**config.mk**
```make
export PLATFORM = sky130hd
export DESIGN_NAME = sync_fifo_core
export DESIGN_NICKNAME = d
export VERILOG_FILES = /design/src/rtl/sync_fifo_core.sv
export SDC_FILE = /design/constraint.sdc
export NUM_CORES = 1
export LEC_CHECK = 0
export BUFFER_PORTS_ARGS = -buffer_cell sky130_fd_sc_hd__buf_2
export CAP_MARGIN = 15
export CORE_UTILIZATION = 45
export DETAILED_ROUTE_END_ITERATION = 10
export SETUP_SLACK_MARGIN = 0.4
export SYNTH_ARGS = -nofsm -noshare
export SYNTH_HDL_FRONTEND = slang
export SYNTH_SLANG_ARGS = --single-unit
```
**constraint.sdc**
```tcl
create_clock -name clk -period 5.6 [get_ports clk]
set_clock_uncertainty 0.1 [all_clocks]
set_input_delay 0.56 -clock clk [delete_from_list [all_inputs] [get_ports clk]]
set_output_delay 0.56 -clock clk [all_outputs]
set_load 0.05 [all_outputs]
```
**src/rtl/sync_fifo_core.sv**
```systemverilog
// Single-clock FIFO with registered read data and wrap-bit pointers.
// full/empty are decoded combinationally from the pointer pair.
module sync_fifo_core #(
   parameter int unsigned SIZE    = 8,
   parameter int unsigned WIDTH   = 8,
   parameter int unsigned PTR_LEN = $clog2(SIZE)
) (
   input  logic             clk,
   input  logic             arst_n,
   input  logic             w_en,
   input  logic             r_en,
   input  logic [WIDTH-1:0] data_in,
   output logic [WIDTH-1:0] data_out,
   output logic             full,
   output logic             empty
);

   localparam int unsigned PW = PTR_LEN + 1;

   logic [PW-1:0]    wr_ptr;
   logic [PW-1:0]    rd_ptr;
   logic [WIDTH-1:0] storage [SIZE];
   logic             wr_acc;
   logic             rd_acc;

   // Equal pointers mean empty; same address with opposite wrap bits means full.
   always_comb begin
      empty  = (wr_ptr == rd_ptr);
      full   = (wr_ptr[PTR_LEN] != rd_ptr[PTR_LEN]) &&
               (wr_ptr[PTR_LEN-1:0] == rd_ptr[PTR_LEN-1:0]);
      wr_acc = w_en & ~full;
      rd_acc = r_en & ~empty;
   end

   always_ff @(posedge clk or negedge arst_n) begin
      if (!arst_n) begin
         wr_ptr   <= '0;
         rd_ptr   <= '0;
         data_out <= '0;
      end else begin
         if (wr_acc) begin
            wr_ptr <= wr_ptr + PW'(1);
         end
         if (rd_acc) begin
            rd_ptr   <= rd_ptr + PW'(1);
            data_out <= storage[rd_ptr[PTR_LEN-1:0]];
         end
      end
   end

   // No reset on storage: contents are unreachable while the pointers say empty.
   always_ff @(posedge clk) begin
      if (wr_acc) begin
         storage[wr_ptr[PTR_LEN-1:0]] <= data_in;
      end
   end

endmodule

```
# Word-level counts from Yosys, hierarchy flattened
# Memory sizes are Yosys's and may differ from the RTL's. A register that Yosys moved wholly into a read port is not among the register bits.
# Index checks and enable logic that the tools add are counted.
# word_totals
inputBits	12
mem_bits_rw	64
regBits	8
mem_count	1
output_inout_bits	10
elab_cells	16
# op_classes
bitwise_logic	4
n_eq_ne	3
add_sub_neg	2
n_reduce_logical	2
mux	2
# mem_list
memory	depth	width	read_ports	rd_ports_with_merged_regs	wr	line_no	text
storage	8	8	1	1	1	22	logic [WIDTH-1:0] storage [SIZE];
# ops
op	n
adder 4 x 1 -> 4 bit (second input constant)	2
== test 4 bit	1
== test 3 bit	1
bitwise AND 1 bit	2
2-to-1 mux 1 bit	2
NOT 1 bit	2
logical AND 1 bit	1
zero test 1 bit	1
inequality test 1 bit	1

# Logic depth before layout (Yosys ltp)
# depth
word_depth	6
ltp_mapped	6
mapped_depth_nobuf	4

# Worst setup path after synthesis
# OpenSTA, ideal clock, no wires.
# synth_timing
path_type	reg2out
start	reg rd_ptr[1]
end	out empty
path_stages_with_launch	5
t_required_ns	4.940
path_slack_ns	2.899
path_buffers	1
arrival_ns	2.041
path_cell_list	dfrtp_1 > buf_4 > xor2_1 > or2_1 > nor3_1
# synth_via
elab_chain_cells	1
# synth_lines
item	line_no	text
start, declared	21	logic [PW-1:0] rd_ptr;
start signal, assigned	45	rd_ptr <= rd_ptr + PW'(1);
== test 4 bit	28	empty = (wr_ptr == rd_ptr);
end, declared	15	output logic empty
# No other way between the ends.

# Final worst setup path
# layout_timing
start	reg rd_ptr[1]
end	mem storage[4][5], enable pin
# layout_via
elab_chain_cells	6
# layout_lines
item	line_no	text
== test 3 bit	30	(wr_ptr[PTR_LEN-1:0] == rd_ptr[PTR_LEN-1:0]);
logical AND 1 bit	29	full = (wr_ptr[PTR_LEN] != rd_ptr[PTR_LEN]) &&
NOT 1 bit	31	wr_acc = w_en & ~full;
bitwise AND 1 bit	31	
2-to-1 mux 1 bit	53	if (wr_acc) begin
2-to-1 mux 1 bit (not written as such)	54	storage[wr_ptr[PTR_LEN-1:0]] <= data_in;
end, declared	22	
# No other way between the ends.

==> run_results.csv <==
group,metric,value,unit
logic_synthesis,synth_cell_types,24,
critical_path,worst-setup-path-type,"reg2reg",
timing,maxSlewViolCount,0,
global_route,busiest_layer,"met2",
logic_synthesis,synthTopCellsByArea,"edfxtp_1, dfrtp_1, mux4_2",
global_route,grt_use_total,17.4,%
logic_synthesis,synth_top_family_by_area,"multiplexers",
logic_synthesis,synth_compound_area_share,2.63,%
die,core-area,0.00683,sq mm
critical_path,critPathMaxStageDelay,0.94,ns
die,start_util,46.7,%
logic_synthesis,synthMuxAreaShare,14.6,%
timing,tightestPinTransition,0.983,ns
placed_design,port_buffers,21,
die,dieArea,0.00743,sq mm
logic_synthesis,yosys_register_bits,80,
timing,rsz0062_at_grt,"no",
logic_synthesis,yosys.cell_count.top_type,"edfxtp_1",
die,dieWidth,86.2,microns
drt,drtIter0Drc,118,
timing,fin_crit,3.08,ns
clock_tree,clk_path_buf_depth,2,
drt,drtPass1Iterations,4,
placed_design,placed_area,0.00339,sq mm
logic_synthesis,synth-warning-count,0,
critical_path,path_max_fanout,20,
logic_synthesis,avgSynthCellArea,19.0,sq um
timing,setup_violations,0,
clock_tree,cts.repair.resized,0,
critical_path,worst-path-stages,5,
power,cellPowerDensity,543,mW/mm^2
drt,wl_per_cell,18.3,microns
die,num_rows,30,
global_route,grt_use_met1,23.8,%
critical_path,cp-start-kind,"flop",
logic_synthesis,ys.flop_type,"edfxtp_1",
layout,final-seq-area,0.00232,sq mm
layout,diodes,0,
layout,drive_gt1_share,29.9,%
logic_synthesis,synth_edf_count,64,
critical_path,rr_worst_depth,5,
clock_tree,cts_tree,"done",
power,p_leak,1.27,nW
critical_path,path_buf_inv,1,
clock_tree,h-tree-depth,3,
critical_path,r2r-end,"storage[4][5]$_DFFE_PP_",
drt,via_per_inst,5.13,
clock_tree,root_buffer,"clkbuf_8",
drt,wirelength,5430,microns
critical_path,crit_family,"flip-flops",
critical_path,r2r_setup_slack,2.52,ns
layout,final_area,0.00357,sq mm
die,fp.dieH,86.2,microns
logic_synthesis,synth_xor_area_share,3.25,%
global_route,met3_usage,6.10,%
hold_path,hold_class,"in2async",
timing,fin_crit_sh,55.1,%
logic_synthesis,async_flop_share,20.0,%
logic_synthesis,syn_inst,168,
run_status,outcome,"finished, final reports clean",
critical_path,cpMaxStageDelayCell,"dfrtp_1",
layout,layout.nets,210,
placed_design,routabilityCongestion,0.737,
layout,multiInputGateArea,821,sq um
global_route,grt_pass1_vias,1569,
clock_tree,cts_buffers,9,
layout,syn_to_final_growth,12.0,%
global_route,grtUsageMet2,26.0,%
timing,slew_headroom,34.1,%
critical_path,startpoint,"rd_ptr[1]$_DFFE_PN0P_",
logic_synthesis,ys_seq_area_share,72.8,%
clock_tree,clkLatencyLatePin,0.35,ns
placed_design,dp_cells,279,
critical_path,required,5.56,ns
layout,final_core_util,52.3,%
global_route,grt_max_degree,21,
clock_tree,clk_pin_slew,0.08,ns
critical_path,r2r-start,"rd_ptr[1]$_DFFE_PN0P_",
timing,hold_viol_final,0,
critical_path,cp-end-kind,"flop",
logic_synthesis,syn-num-nets,182,
clock_tree,cts_setup_buffers,0,
logic_synthesis,yosysTopAreaCell,"edfxtp_1",
placed_design,dp_hpwl,3600,microns
drt,vias,1523,
flow_run,cap_violations,0,
drt,drtAntennaViolNets,0,
critical_path,crit_chain,"xor2_1 -> o41ai_4 -> or2_1 -> nor3_1 -> buf_4",
critical_path,cp.arrival,3.05,ns
logic_synthesis,synthAdderAreaFrac,0.784,%
logic_synthesis,yosys.area_share.simple,4.08,%
clock_tree,postCtsHoldBufs,0,
timing,clock.fmax,0.324,GHz
die,ios,22,
logic_synthesis,syn_area,0.00319,sq mm
global_route,antenna_found_initial,0,
clock_tree,numClockSinks,80,
power,peakVddDrop,0.000262,V
layout,n_fill_cell,571,
logic_synthesis,synth_top_area_share,60.2,%
layout,fin_cells,297,
timing,timing.setup.tns,0,ns
drt,drc_errors,0,
global_route,grt_overflow,0,
logic_synthesis,netlist_top_cells_count,"edfxtp_1, dfrtp_1, mux4_2",
global_route,grt_pass1_wl,8890,microns
## cell families (layout without fill, tap and decap cells)
| logic type | after synthesis | after routing |
|---|---|---|
| XOR/XNOR | 11 | 11 |
| adder cells (fa/ha/maj) | 2 | 2 |
| AO/OA/AOI/OAI | 10 | 10 |
| buffers and inverters | 11 | 44 |
| multiplexers | 26 | 26 |
| AND/OR/NAND/NOR | 28 | 28 |
| flip-flops | 80 | 80 |
## layout by cell type (no fill, tap or decap)
cell type and count:
buf_2 21, buf_4 3, clkbuf_1 2, clkbuf_4 1, clkbuf_8 9, clkinv_2 2
clkinv_4 1, clkinvlp_4 2, dfrtp_1 16, edfxtp_1 64, ha_1 2, inv_1 3
mux2_1 1, mux2_4 1, mux2i_1 8, mux4_2 16, nand2_1 9, nand2b_1 3
nand3_1 1, nor2_1 8, nor3_1 4, nor3_2 1, o21ai_1 8, o41ai_4 2
or2_1 2, xnor2_1 4, xor2_1 6, xor2_2 1
## worst max-delay path by stage
| stage | to | slack (ns) |
|---|---|---|
| finish | storage[4][5]$_DFFE_PP_ | 2.52 |
| global route | storage[4][5]$_DFFE_PP_ | 2.29 |
| CTS | storage[4][1]$_DFFE_PP_ | 2.20 |
| detailed placement | storage[4][7]$_DFFE_PP_ | 2.22 |
| global placement | storage[4][7]$_DFFE_PP_ | 2.36 |
| floorplan | empty | 2.90 |
## per-stage QoR
step                setup WS (ns)  power (mW)  hold WS, ns
floorplan                    2.90        1.44        0.164
global placement             2.36        1.59        0.363
detailed placement           2.22        1.61        0.372
CTS                          2.20        1.96       0.0233
global route                 2.29        2.06       0.0330
finish                       2.52        1.94       0.0201
## final cells by class
type                            instances  share of cell area (%)
Sequential cell                        80                    65.0
Multi-Input combinational cell         77                    23.0
Tap cell                               96                    3.36
Timing Repair Buffer                   25                    3.78
Clock inverter                          5                   0.945
Clock buffer                           11                    3.68
Inverter                                3                   0.315
## sequential cells by signal, indices dropped and copies added, names as in the netlist
| register | cells |
|---|---|
| storage | 64 |
| data_out | 8 |
| rd_ptr | 4 |
| wr_ptr | 4 |
## per-layer routing
metal | up-vias | routed length (microns)
li1 | 700 | -
met1 | 785 | 2580
met2 | 32 | 2580
met3 | 6 | 198
met4 | 0 | 72
met5 | - | 0
## power by group
part,switching (mW),internal [mW]
sequential,0.113,0.782
clock,0.199,0.160
combinational,0.407,0.278
Note: power is estimated with default switching activity, not from simulation.
